===== config.mk =====
export PLATFORM = sky130hd
export DESIGN_NAME = alu_add_seq
export DESIGN_NICKNAME = d
export VERILOG_FILES = /design/src/rtl/alu_add_seq.sv
export SDC_FILE = /design/constraint.sdc
export NUM_CORES = 1
export LEC_CHECK = 0
export ABC_AREA = 1
export CORE_AREA = 2 2 164 166
export CTS_BUF_LIST = sky130_fd_sc_hd__clkbuf_4 sky130_fd_sc_hd__clkbuf_8
export DETAILED_ROUTE_END_ITERATION = 8
export DIE_AREA = 0 0 166 168
export PLACE_DENSITY = 0.72
export SYNTH_ARGS = -nofsm -noshare
export SYNTH_HDL_FRONTEND = slang
export SYNTH_SLANG_ARGS = --single-unit

===== constraint.sdc =====
create_clock -name clk -period 8.1 [get_ports clk]
set_input_delay 2.025 -clock clk [delete_from_list [all_inputs] [get_ports clk]]
set_output_delay 2.025 -clock clk [all_outputs]
set_load 0.02 [all_outputs]

===== src/rtl/alu_add_seq.sv =====
`default_nettype none
// +----------------------------------------------------------------------------+
// | Module : alu_add_seq (+ csa_16_bits)                                       |
// | Desc   : Slice-serial W-bit add/subtract on one shared 16-bit adder.       |
// | Rev    : 1.0 - initial release                                             |
// +----------------------------------------------------------------------------+

module csa_16_bits (
    input  logic [15:0] a,
    input  logic [15:0] b,
    input  logic        c_in,
    output logic [15:0] sum,
    output logic        c_out
);
    logic [4:0] w_c;

    assign w_c[0] = c_in;

    // Four 4-bit carry-select blocks: both carry hypotheses precomputed, muxed by the incoming carry
    for (genvar g = 0; g < 4; g++) begin : g_blk
        logic [4:0] w_s0;
        logic [4:0] w_s1;

        assign w_s0             = {1'b0, a[g*4 +: 4]} + {1'b0, b[g*4 +: 4]};
        assign w_s1             = w_s0 + 5'd1;
        assign sum[g*4 +: 4]    = w_c[g] ? w_s1[3:0] : w_s0[3:0];
        assign w_c[g+1]         = w_c[g] ? w_s1[4]   : w_s0[4];
    end

    assign c_out = w_c[4];
endmodule

module alu_add_seq #(
    parameter int NSLICE = 4
) (
    input  logic                   clk,
    input  logic                   rst_n,
    input  logic                   start_valid,
    output logic                   start_ready,
    input  logic [16*NSLICE-1:0]   op_a,
    input  logic [16*NSLICE-1:0]   op_b,
    input  logic                   sub,
    input  logic                   c_in,
    output logic                   res_valid,
    input  logic                   res_ready,
    output logic [16*NSLICE-1:0]   result,
    output logic                   carry,
    output logic                   ovf,
    output logic                   zero
);
    localparam int c_W  = 16 * NSLICE;
    localparam int c_IW = (NSLICE > 1) ? $clog2(NSLICE) : 1;

    typedef enum logic [1:0] {
        IDLE = 2'd0,
        CALC = 2'd1,
        DONE = 2'd2
    } state_t;

    state_t            r_state;
    state_t            w_state_nxt;
    logic [c_W-1:0]    r_a;
    logic [c_W-1:0]    r_b;
    logic [c_W-1:0]    r_result;
    logic [c_W-1:0]    w_result_nxt;
    logic [c_IW-1:0]   r_idx;
    logic              r_cy;
    logic              r_carry;
    logic              r_ovf;
    logic              r_zero;
    logic [15:0]       w_sum;
    logic              w_cout;
    logic              w_last;
    logic              w_ovf_nxt;

    csa_16_bits u_csa (
        .a     (r_a[r_idx*16 +: 16]),
        .b     (r_b[r_idx*16 +: 16]),
        .c_in  (r_cy),
        .sum   (w_sum),
        .c_out (w_cout)
    );

    assign w_last = (r_idx == c_IW'(NSLICE - 1));

    always_comb begin
        w_state_nxt = r_state;
        case (r_state)
            IDLE:    if (start_valid) w_state_nxt = CALC;
            CALC:    if (w_last)      w_state_nxt = DONE;
            DONE:    if (res_ready)   w_state_nxt = IDLE;
            default:                  w_state_nxt = IDLE;
        endcase
    end

    // Result image including the slice being produced this cycle; flags on DONE entry come from it
    always_comb begin
        w_result_nxt                  = r_result;
        w_result_nxt[r_idx*16 +: 16]  = w_sum;
        w_ovf_nxt = (r_a[c_W-1] == r_b[c_W-1]) && (w_result_nxt[c_W-1] != r_a[c_W-1]);
    end

    always_ff @(posedge clk) begin
        if (!rst_n) begin
            r_state  <= IDLE;
            r_a      <= '0;
            r_b      <= '0;
            r_result <= '0;
            r_idx    <= '0;
            r_cy     <= 1'b0;
            r_carry  <= 1'b0;
            r_ovf    <= 1'b0;
            r_zero   <= 1'b0;
        end else begin
            r_state <= w_state_nxt;
            case (r_state)
                IDLE: begin
                    if (start_valid) begin
                        r_a   <= op_a;
                        r_b   <= op_b ^ {c_W{sub}};
                        r_idx <= '0;
                        r_cy  <= sub ? 1'b1 : c_in;
                    end
                end
                CALC: begin
                    r_result <= w_result_nxt;
                    r_cy     <= w_cout;
                    if (w_last) begin
                        r_carry <= w_cout;
                        r_ovf   <= w_ovf_nxt;
                        r_zero  <= (w_result_nxt == '0);
                    end else begin
                        r_idx <= r_idx + c_IW'(1);
                    end
                end
                default: ;
            endcase
        end
    end

    assign start_ready = (r_state == IDLE) && rst_n;
    assign res_valid   = (r_state == DONE);
    assign result      = r_result;
    assign carry       = r_carry;
    assign ovf         = r_ovf;
    assign zero        = r_zero;
endmodule

`default_nettype wire


==> impl_metrics.toml <==
[worst_setup_path]
cp.required_ns = 6.08
end_kind = "output pin"
cp.arrival_ns = 3.50
crit_buf_inv = 4
timing.rr.start = "r_idx[0]$_SDFFE_PN0P_"
reg2reg_to = "zero$_SDFFE_PN0P_"
startpoint_type = "primary input"
path_delay_family = "buffers and inverters"
critical_path.cell_chain = "buf_2 -> buf_4 -> inv_2 -> nor3_1 -> clkdlybuf4s50_1"
rrSetupSlack_ns = 3.23
worstSetupPathType = "in -> out"
startpoint = "rst_n"
cp-endpoint = "start_ready"
path_depth = 5
crit_path_top_delay_cell = "clkdlybuf4s50_1"
slowest_delay_ns = 0.63
r2r_cells = 23
cp_max_fo = 93

[flow_run]
max_cap_viol_count = 0

[synthesis]
yosys_warnings = 0
ys_ff_latch = 200
synth-edff-count = 0
synth.top_cell.area_share_pct = 37.0
netlist_instances = 1567
yosysUniqueCellTypes = 38
synth_nets = 1731
ys_async_sr_fraction_pct = 0
ys_top_cells_by_area = "dfxtp_1, nor2_1, o21ai_0, nand2_1, inv_1"
syn_avg_cell_area_um2 = 6.91
yosysMostFrequentCell = "nor2_1"
synth_top_area_cell = "dfxtp_1"
synth_area_um2 = 10800
yosysSeqAreaShare_pct = 37.0
synth_common_cells = "nor2_1, dfxtp_1, o21ai_0"
ys.flop_type = "dfxtp_1"

[global_route]
grt_max_degree = 109
grt_overflow_total = 0
antenna_found_initial = 0
grt_pass1_vias = 9576
gr-usage-all-layers_pct = 22.6
grt_pass1_wl_um = 50900

[timing]
finalSetupViolations = 0
hold_violations = 0
maxSlewViolCount = 0
fin_skew_ns = 0.0152
fmax_mhz = 181
setup_slack_ns = 2.57
setup_tns_ns = 0
relSlewSlack_pct = 20.5
rsz0062_at_grt = "no"
fin_crit_sh_pct = 68.3
period_needed_ns = 5.53
worstMarginPinSlew_ns = 1.19

[status]
status = "finished, final reports clean"

[layout]
diodes = 0
nNetsFinal = 1865
area_growth_pct = 23.6
drive_above_1_share_pct = 4.44
post-route-util_pct = 50.8
design_area_um2 = 13400

[floorplanning]
io_pins = 203
core_area_um2 = 26400
die_h_um = 168
die_w_um = 166
floorplan.rows = 60
dieArea_um2 = 27900
start_util_pct = 41.1

[clock_network]
ctsHoldBuffers = 0
clock_sinks = 200
path_clk_slew_ns = 0.11
cts_tree = "yes"
cts_resized = 0
cts_buffer_depth = 2
post_cts_buffers = 0
clk_latency_ns = 0.49
cts_buffers = 17
root_buffer = "clkbuf_8"
htree_levels = 4

[routing]
route.layer.met1.wl_um = 14600
wirelength_um = 32200
drc = 0
vias = 10600
via_per_inst = 5.17
route.met2.wl_um = 14400
route.antenna.remaining_nets = 0
dr.pass1.iters = 5
wl_per_cell_um = 15.7
met3_length_um = 2370
topRoutingLayerUsed = "met4"
first_iter_violations = 1029

[placement]
dpl_cell_area_um2 = 13000
gp_congestion = 0.874
io_buffers = 202
dpl.hpwl_um = 23300
dp_slack_ns = 2.49

[power_and_ir_drop]
powerDensity_nw_per_um2 = 202
irDropWorstVdd_mv = 0.121
p_leak_nw = 5.75

[hold_path]
hold_path_class = "reg -> reg"
[how the worst min path moves through the flow]
stage | from | end | cells after the start | slack, ns
5_1_grt | r_b[13]$_SDFFE_PN0P_ | r_b[13]$_SDFFE_PN0P_ | 2 | 0.50
3_3_place_gp | r_b[13]$_SDFFE_PN0P_ | r_b[13]$_SDFFE_PN0P_ | 2 | 0.44
6_report | r_b[13]$_SDFFE_PN0P_ | r_b[13]$_SDFFE_PN0P_ | 2 | 0.47
2_1_floorplan | r_b[13]$_SDFFE_PN0P_ | r_b[13]$_SDFFE_PN0P_ | 2 | 0.43
4_1_cts | r_b[13]$_SDFFE_PN0P_ | r_b[13]$_SDFFE_PN0P_ | 2 | 0.47
3_5_place_dp | r_b[13]$_SDFFE_PN0P_ | r_b[13]$_SDFFE_PN0P_ | 2 | 0.45
[state kept, by name (all words and copies together), names as in the netlist]
name	flops
r_a	64
r_cy	1
zero	1
carry	1
ovf	1
r_b	64
result	64
r_idx	2
r_state	2
[per-layer routing]
layer | track usage (%) | up-vias
met5 | 0 | -
met4 | 6.54 | 0
met3 | 4.07 | 49
met2 | 35.6 | 429
met1 | 31.6 | 4763
li1 | - | 5375
[kinds of logic (layout without fill, tap and decap cells)]
group / after synthesis / after routing / synth area share (%)
buffers and inverters: 269 / 415 / 9.47
AO/OA/AOI/OAI: 368 / 368 / 19.7
flip-flops: 200 / 200 / 37.0
XOR/XNOR: 75 / 75 / 6.06
AND/OR/NAND/NOR: 625 / 625 / 24.1
adder cells (fa/ha/maj): 30 / 30 / 3.74
[worst min-delay path, cell delays in order (launching register included)]
cell,delay [ns]
dfxtp_1,0.32
inv_1,0.06
a21oi_1,0.05
[layout by cell type (no fill, tap or decap), types with 24 or more instances in the layout]
cell	instances
a211oi_1	62
ha_1	26
xnor2_1	65
o211ai_1	24
nor2_1	343
o22ai_1	34
nand3_1	58
dfxtp_1	199
o21ai_0	190
clkdlybuf4s50_1	200
nand2_1	174
inv_1	161
a21oi_1	43
[power breakdown]
group | internal (mW) | switching, mW
logic | 0.357 | 0.578
registers | 1.07 | 0.0596
clock network | 0.231 | 0.405
[layout make-up]
cell class | count | area (µm²)
Clock inverter | 14 | 161
Inverter | 169 | 637
Clock buffer | 17 | 234
Sequential cell | 200 | 4010
Tap cell | 341 | 427
Multi-Input combinational cell | 1098 | 5820
Timing Repair Buffer | 215 | 2110
Fill cell | 2575 | 13000
[through the flow]
step                      std cells  hold slack, ns  total power, mW
after floorplan                1567           0.431             1.76
after global placement         2023           0.444             2.05
after detailed placement       2023           0.451             2.07
after CTS                      2054           0.467             2.70
after global routing           2054           0.500             2.86
final                          2054           0.468             2.70
(Power assumes the default switching activity.)
